`config.mk`:
```
export PLATFORM = sky130hd
export DESIGN_NAME = tcp_tx_patgen
export DESIGN_NICKNAME = d
export VERILOG_FILES = /design/src/rtl/tcp_tx_patgen_pkg.sv /design/src/rtl/prbs31_byte.sv /design/src/rtl/tcp_tx_patgen.sv
export SDC_FILE = /design/constraint.sdc
export NUM_CORES = 1
export LEC_CHECK = 0
export BUFFER_PORTS_ARGS = -buffer_cell sky130_fd_sc_hd__buf_4
export CAP_MARGIN = 20
export CELL_PAD_IN_SITES_DETAIL_PLACEMENT = 2
export CELL_PAD_IN_SITES_GLOBAL_PLACEMENT = 2
export CORE_MARGIN = 10
export CORE_UTILIZATION = 38
export DETAILED_ROUTE_END_ITERATION = 7
export PLACE_DENSITY_LB_ADDON = 0.1
export SLEW_MARGIN = 20
export SYNTH_ARGS = -nofsm -noshare
export SYNTH_HDL_FRONTEND = slang
export SYNTH_SLANG_ARGS = --single-unit
```
`constraint.sdc`:
```
create_clock -name CLK -period 6.7 [get_ports CLK]
set_input_delay 0.67 -clock CLK [delete_from_list [all_inputs] [get_ports CLK]]
set_output_delay 0.67 -clock CLK [all_outputs]
set_load 0.03 [all_outputs]
```
`src/rtl/tcp_tx_patgen_pkg.sv`:
```
// tcp_tx_patgen_pkg: mode codes, FSM encoding and PRBS seed
// shared by tcp_tx_patgen and prbs31_byte.
package tcp_tx_patgen_pkg;

  localparam logic [1:0] MODE_INC  = 2'd0;
  localparam logic [1:0] MODE_FILL = 2'd1;
  localparam logic [1:0] MODE_PRBS = 2'd2;

  localparam logic [30:0] PRBS_SEED = 31'h7FFF_FFFF;

  typedef enum logic [1:0] {
    ST_IDLE = 2'd0,
    ST_RUN  = 2'd1,
    ST_GAP  = 2'd2
  } state_t;

endpackage

```
`src/rtl/prbs31_byte.sv`:
```
// prbs31_byte: PRBS-31 (x^31+x^28+1), 8 steps per byte.
// LOAD seeds, ADV advances; BYTE is the next byte, first bit in MSB.
module prbs31_byte
  import tcp_tx_patgen_pkg::*;
(
  input  logic       CLK,
  input  logic       RSTn,
  input  logic       LOAD,
  input  logic       ADV,
  output logic [7:0] BYTE
);

  logic [30:0] s_q;
  logic [30:0] s_nx;
  logic [7:0]  b_nx;
  logic        fb;

  always_comb begin
    s_nx = s_q;
    b_nx = 8'h00;
    fb   = 1'b0;
    for (int i = 0; i < 8; i++) begin
      fb   = s_nx[30] ^ s_nx[27];
      s_nx = {s_nx[29:0], fb};
      b_nx = {b_nx[6:0], fb};
    end
  end

  always_ff @(posedge CLK or negedge RSTn) begin
    if (!RSTn) begin
      s_q <= PRBS_SEED;
    end else if (LOAD) begin
      s_q <= PRBS_SEED;
    end else if (ADV) begin
      s_q <= s_nx;
    end
  end

  assign BYTE = b_nx;

endmodule

```
`src/rtl/tcp_tx_patgen.sv`:
```
// tcp_tx_patgen: pattern source for the SiTCP TX port (inc/fill/PRBS).
// Ports: START/STOP/MODE/FILL/LENGTH/GAP in, TCP_TX_WR/DATA, BUSY/DONE/SENT_CNT out.
// PRBS-31 mode 2 is built only with TCP_TX_PATGEN_PRBS_EN defined.
module tcp_tx_patgen
  import tcp_tx_patgen_pkg::*;
#(
  parameter int CNT_W = 32
) (
  input  logic             CLK,
  input  logic             RSTn,
  input  logic             TCP_OPEN_ACK,
  input  logic             TCP_TX_FULL,
  input  logic             START,
  input  logic             STOP,
  input  logic [1:0]       MODE,
  input  logic [7:0]       FILL,
  input  logic [CNT_W-1:0] LENGTH,
  input  logic [7:0]       GAP,
  output logic             TCP_TX_WR,
  output logic [7:0]       TCP_TX_DATA,
  output logic             BUSY,
  output logic             DONE,
  output logic [CNT_W-1:0] SENT_CNT
);

  localparam logic [CNT_W-1:0] ONE = 1;

  state_t           state_q;
  state_t           state_d;
  logic [1:0]       mode_q;
  logic [7:0]       fill_q;
  logic [7:0]       gap_q;
  logic [7:0]       gap_cnt_q;
  logic [7:0]       inc_q;
  logic [7:0]       data_q;
  logic [7:0]       byte_d;
  logic [CNT_W-1:0] len_q;
  logic [CNT_W-1:0] sent_q;
  logic [CNT_W-1:0] sent_nx;
  logic             wr_q;
  logic             done_q;
  logic             abort;
  logic             start_ok;
  logic             issue;
  logic             last;

  assign abort   = STOP | ~TCP_OPEN_ACK;
  assign sent_nx = sent_q + ONE;
  assign last    = (len_q != '0) && (sent_nx == len_q);

  always_comb begin
    state_d  = state_q;
    start_ok = 1'b0;
    issue    = 1'b0;
    unique case (state_q)
      ST_IDLE: begin
        // done_q keeps BUSY up for the final write cycle
        if (START && !abort && !done_q) begin
          state_d  = ST_RUN;
          start_ok = 1'b1;
        end
      end
      ST_RUN: begin
        if (abort) begin
          state_d = ST_IDLE;
        end else if (!TCP_TX_FULL) begin
          issue = 1'b1;
          if (last) begin
            state_d = ST_IDLE;
          end else if (gap_q != 8'd0) begin
            state_d = ST_GAP;
          end
        end
      end
      ST_GAP: begin
        if (abort) begin
          state_d = ST_IDLE;
        end else if (gap_cnt_q <= 8'd1) begin
          state_d = ST_RUN;
        end
      end
      default: state_d = ST_IDLE;
    endcase
  end

  always_ff @(posedge CLK or negedge RSTn) begin
    if (!RSTn) begin
      state_q <= ST_IDLE;
    end else begin
      state_q <= state_d;
    end
  end

`ifdef TCP_TX_PATGEN_PRBS_EN
  logic [7:0] prbs_byte;

  prbs31_byte u_prbs (
    .CLK  (CLK),
    .RSTn (RSTn),
    .LOAD (start_ok),
    .ADV  (issue && (mode_q == MODE_PRBS)),
    .BYTE (prbs_byte)
  );
`endif

  always_comb begin
    byte_d = inc_q;
    if (mode_q == MODE_FILL) begin
      byte_d = fill_q;
    end
`ifdef TCP_TX_PATGEN_PRBS_EN
    else if (mode_q == MODE_PRBS) begin
      byte_d = prbs_byte;
    end
`endif
  end

  always_ff @(posedge CLK or negedge RSTn) begin
    if (!RSTn) begin
      mode_q    <= MODE_INC;
      fill_q    <= 8'h00;
      gap_q     <= 8'h00;
      gap_cnt_q <= 8'h00;
      inc_q     <= 8'h00;
      data_q    <= 8'h00;
      len_q     <= '0;
      sent_q    <= '0;
      wr_q      <= 1'b0;
      done_q    <= 1'b0;
    end else begin
      wr_q   <= issue;
      done_q <= issue & last;
      if (start_ok) begin
        mode_q <= MODE;
        fill_q <= FILL;
        len_q  <= LENGTH;
        gap_q  <= GAP;
        sent_q <= '0;
        inc_q  <= 8'h00;
      end
      if (issue) begin
        data_q    <= byte_d;
        sent_q    <= sent_nx;
        inc_q     <= inc_q + 8'd1;
        gap_cnt_q <= gap_q;
      end else if (state_q == ST_GAP) begin
        gap_cnt_q <= gap_cnt_q - 8'd1;
      end
    end
  end

  assign TCP_TX_WR   = wr_q;
  assign TCP_TX_DATA = data_q;
  assign DONE        = done_q;
  assign BUSY        = (state_q != ST_IDLE) | done_q;
  assign SENT_CNT    = sent_q;

endmodule
```
==> metrics <==
global route overflow=0; number of placed I/O pins=99; outcome=completed; post-synth design cell area=6270 µm²; routability-driven placement congestion ratio=~0.9; Cell Pwr Density=338 nW/µm²; Total Die Area=22000 µm²; diodes inserted=0; PnR Total Power=roughly 2.5 mW; post-synthesis share of cell area spent on full adders, half adders and majority gates=0.00798; sinks on the clock net=between 100 and 150; count of nets left with antenna violations after detail routing=0; Max-Cap Viols=0; standard cell area after detailed placement=approximately 7100 µm²; routed vias/inst=around 5.8; clock buffer count from CTS=9; share of the synthesized netlist area taken by xor and xnor gates=0.0698; Max rail drop VDD=0.162 mV; maximum level of the CTS H-tree=3; CP startpoint kind=register; register share of total power=0.440; Worst Hold Margin=0.266 ns; net switching share of the total power=0.375; CP Max Fanout=13; cell count after synthesis=between 600 and 700; arrival time of the worst setup path=roughly 4.1 ns; maximum number of pins on one net before global-route repair=74; proportion of netlist area held by the largest area contributor=0.439; std cell rows=between 40 and 50; minimum clock period=3.82 ns; Pleak=~3.1 nW; global-route wire length before repair=approximately 35 mm; area of the core=roughly 16000 µm²; Filler cells=1794; number of input and output port buffers inserted=98; number of buffers inserted by post-CTS setup repair=0; worst slack after detailed placement=about 2.9 ns; multiplexer area fraction after synthesis=0.106; relative contribution of the clock network to total power=0.224; post-DP HPWL=between 15 and 20 mm; cell accounting for the most synthesized area=sky130_fd_sc_hd__dfrtp_1; async set-reset flop share out of synthesis=1.00; vertical extent of the die=about 150 µm; clock input transition at the sequential cells of the worst setup and hold paths=0.07 ns; Final Slew Violations=0; Syn Nets=approximately 720; Max Root-Sink Buffers=2; distinct cell type count of the synthesized netlist=63; Int Power=around 1.6 mW; TritonCTS clock tree=built; most instantiated flip-flop cell in the synthesis netlist=sky130_fd_sc_hd__dfrtp_1; via count of the first global-routing pass=a little over 6000; global router's overall resource usage=0.196; Synth Area in Compound Gates=0.137; critical path endpoint category=register; delay contributed by the slowest stage of the critical path=approximately 0.9 ns; Worst-Skew Late Latency=around 0.36 ns; combinational family with the most area after synthesis=simple AND/OR/NAND/NOR gates; initial cell density of the core=0.392; Sw Pwr=roughly 0.94 mW; number of antenna violations at the first check in global routing=0; CTS Root Buffer Type=sky130_fd_sc_hd__clkbuf_16; RSZ-0062 raised after global routing=no; Post-route DRC=0; dominant cells by area after synthesis=sky130_fd_sc_hd__dfrtp_1, sky130_fd_sc_hd__mux2_2, sky130_fd_sc_hd__o21ai_0; share of the cycle needed by the critical path after routing=0.570; post-detailed-routing wire length=about 21 mm; Yosys Warn Count=0; first drt pass iteration count=4; total of hold buffers inserted after clock tree synthesis=0; cells along the critical path=ha_1, nand3_1, or4_1, nor4_4, nand3_1, or4_1, a2111oi_2; number of nets in the layout=~800; width of the die=roughly 150 µm; Final WS setup=2.88 ns; WL/cell=about 22 µm; Max stage delay cell, worst path=sky130_fd_sc_hd__or4_1; vias post-DR=~5400; syn avg cell area=between 9 and 10 µm²; total negative slack for setup checks=0 ns; portion of total power attributed to combinational logic=0.336; CP required=just under 7 ns; largest clock skew in the final design=0.00707 ns; post-synthesis register bit count=110; Layout Cell Area excl Fill=about 7400 µm²; achievable frequency=approximately 260 MHz; Hold Fails Final Rpt=0; most common cell in the synthesized netlist=sky130_fd_sc_hd__dfrtp_1; fraction of the yosys area taken by sequential cells=0.439; Resized Gates After CTS=0; starting DRC count in detailed routing=260; WS Path Type=reg2reg; worst min path class=in2async; Post-synth EDFFs=0; cell types with the highest counts after synthesis=sky130_fd_sc_hd__dfrtp_1, sky130_fd_sc_hd__o21ai_0, sky130_fd_sc_hd__nand2_1; slew at the pin closest to its max-slew limit=1.01 ns; area overhead of the layout relative to synthesis=18.6%; simple-gate portion of the synthesized area=0.205; Max-slew headroom=0.326; number of failing setup endpoints in the final timing report=0; fraction of layout instances using a drive strength above 1=0.248
==> placed cells by master, fill, tap and decap left out, drive strengths merged, types with 6 or more instances in the layout <==
| cell type | n |
|---|---|
| or3 | 6 |
| dfrtp | 110 |
| mux2 | 51 |
| nand4 | 26 |
| nand3 | 17 |
| xnor2 | 34 |
| o21ai | 70 |
| nor2b | 6 |
| nor3 | 15 |
| a31oi | 11 |
| nor2 | 46 |
| buf | 102 |
| nand2 | 61 |
| clkbuf | 11 |
| o211ai | 6 |
| o31ai | 10 |
| or4 | 6 |
| a21oi | 17 |
| xor2 | 16 |
| nor4 | 26 |
| mux2i | 9 |
| inv | 11 |
==> cells by family after synthesis <==
logic type,count (synthesis)
AND/OR/NAND/NOR,239
XOR/XNOR,50
flip-flops,110
AO/OA/AOI/OAI,141
multiplexers,60
adder cells (fa/ha/maj),4
buffers and inverters,51
==> stage by stage <==
stage,util,std cells
finish,0.465,947
global route,0.465,947
CTS,0.465,947
global placement,0.446,931
floorplan,-,655
detailed placement,0.446,931
==> state kept, by name, summed over array words and instances (netlist names) <==
| name | count |
|---|---|
| SENT_CNT | 32 |
| len_q | 32 |
| TCP_TX_DATA | 8 |
| fill_q | 8 |
| gap_cnt_q | 8 |
| gap_q | 8 |
| inc_q | 8 |
| mode_q | 2 |
| state_q | 2 |
| DONE | 1 |
| TCP_TX_WR | 1 |
==> metal layers <==
layer / global-route usage / vias to the layer above / wire length [µm]
met5: 0 / - / 0
li1: - / 2533 / -
met3: 0.0303 / 14 / 820
met4: 0.0525 / 0 / 237
met1: 0.260 / 2806 / 9720
met2: 0.324 / 93 / 10300
==> power groups by stage <==
stage	registers, mW	logic, mW	clock network, mW
2_1_floorplan	1.08	0.555	0
3_3_place_gp	1.09	0.810	0
3_5_place_dp	1.12	0.844	0
4_1_cts	1.11	0.855	0.581
5_1_grt	1.14	0.938	0.604
6_report	1.11	0.846	0.563
==> worst max-delay path, delay by kind of cell, from the launching register on <==
family                   cells  cell delay (ns)
AO/OA/AOI/OAI                1             0.35
adder cells (fa/ha/maj)      1             0.31
flip-flops                   1             0.47
AND/OR/NAND/NOR              5             2.58
==> worst paths after layout <==
path / startpoint / endpoint / slack, ns / cells after the start
min in group CLK: inc_q[7] / inc_q[7] / 0.49 / 1
max in group asynchronous: RSTn / SENT_CNT[2] / 5.07 / 2
setup / recovery: SENT_CNT[0] / DONE / 2.88 / 7
hold / removal: RSTn / len_q[16] / 0.27 / 1
setup reg to reg: SENT_CNT[0] / DONE / 2.88 / 7
hold reg to reg: inc_q[7] / inc_q[7] / 0.49 / 1
==> area by class of cell <==
cell class / count / area (µm²) / area share
Clock inverter: 5 / 66.3 / 0.00892
Timing Repair Buffer: 102 / 766 / 0.103
Multi-Input combinational cell: 494 / 3320 / 0.446
Inverter: 9 / 33.8 / 0.00454
Sequential cell: 110 / 2750 / 0.370
Tap cell: 216 / 270 / 0.0363
Clock buffer: 11 / 233 / 0.0313
No activity file was read; power rests on OpenSTA's default activity.
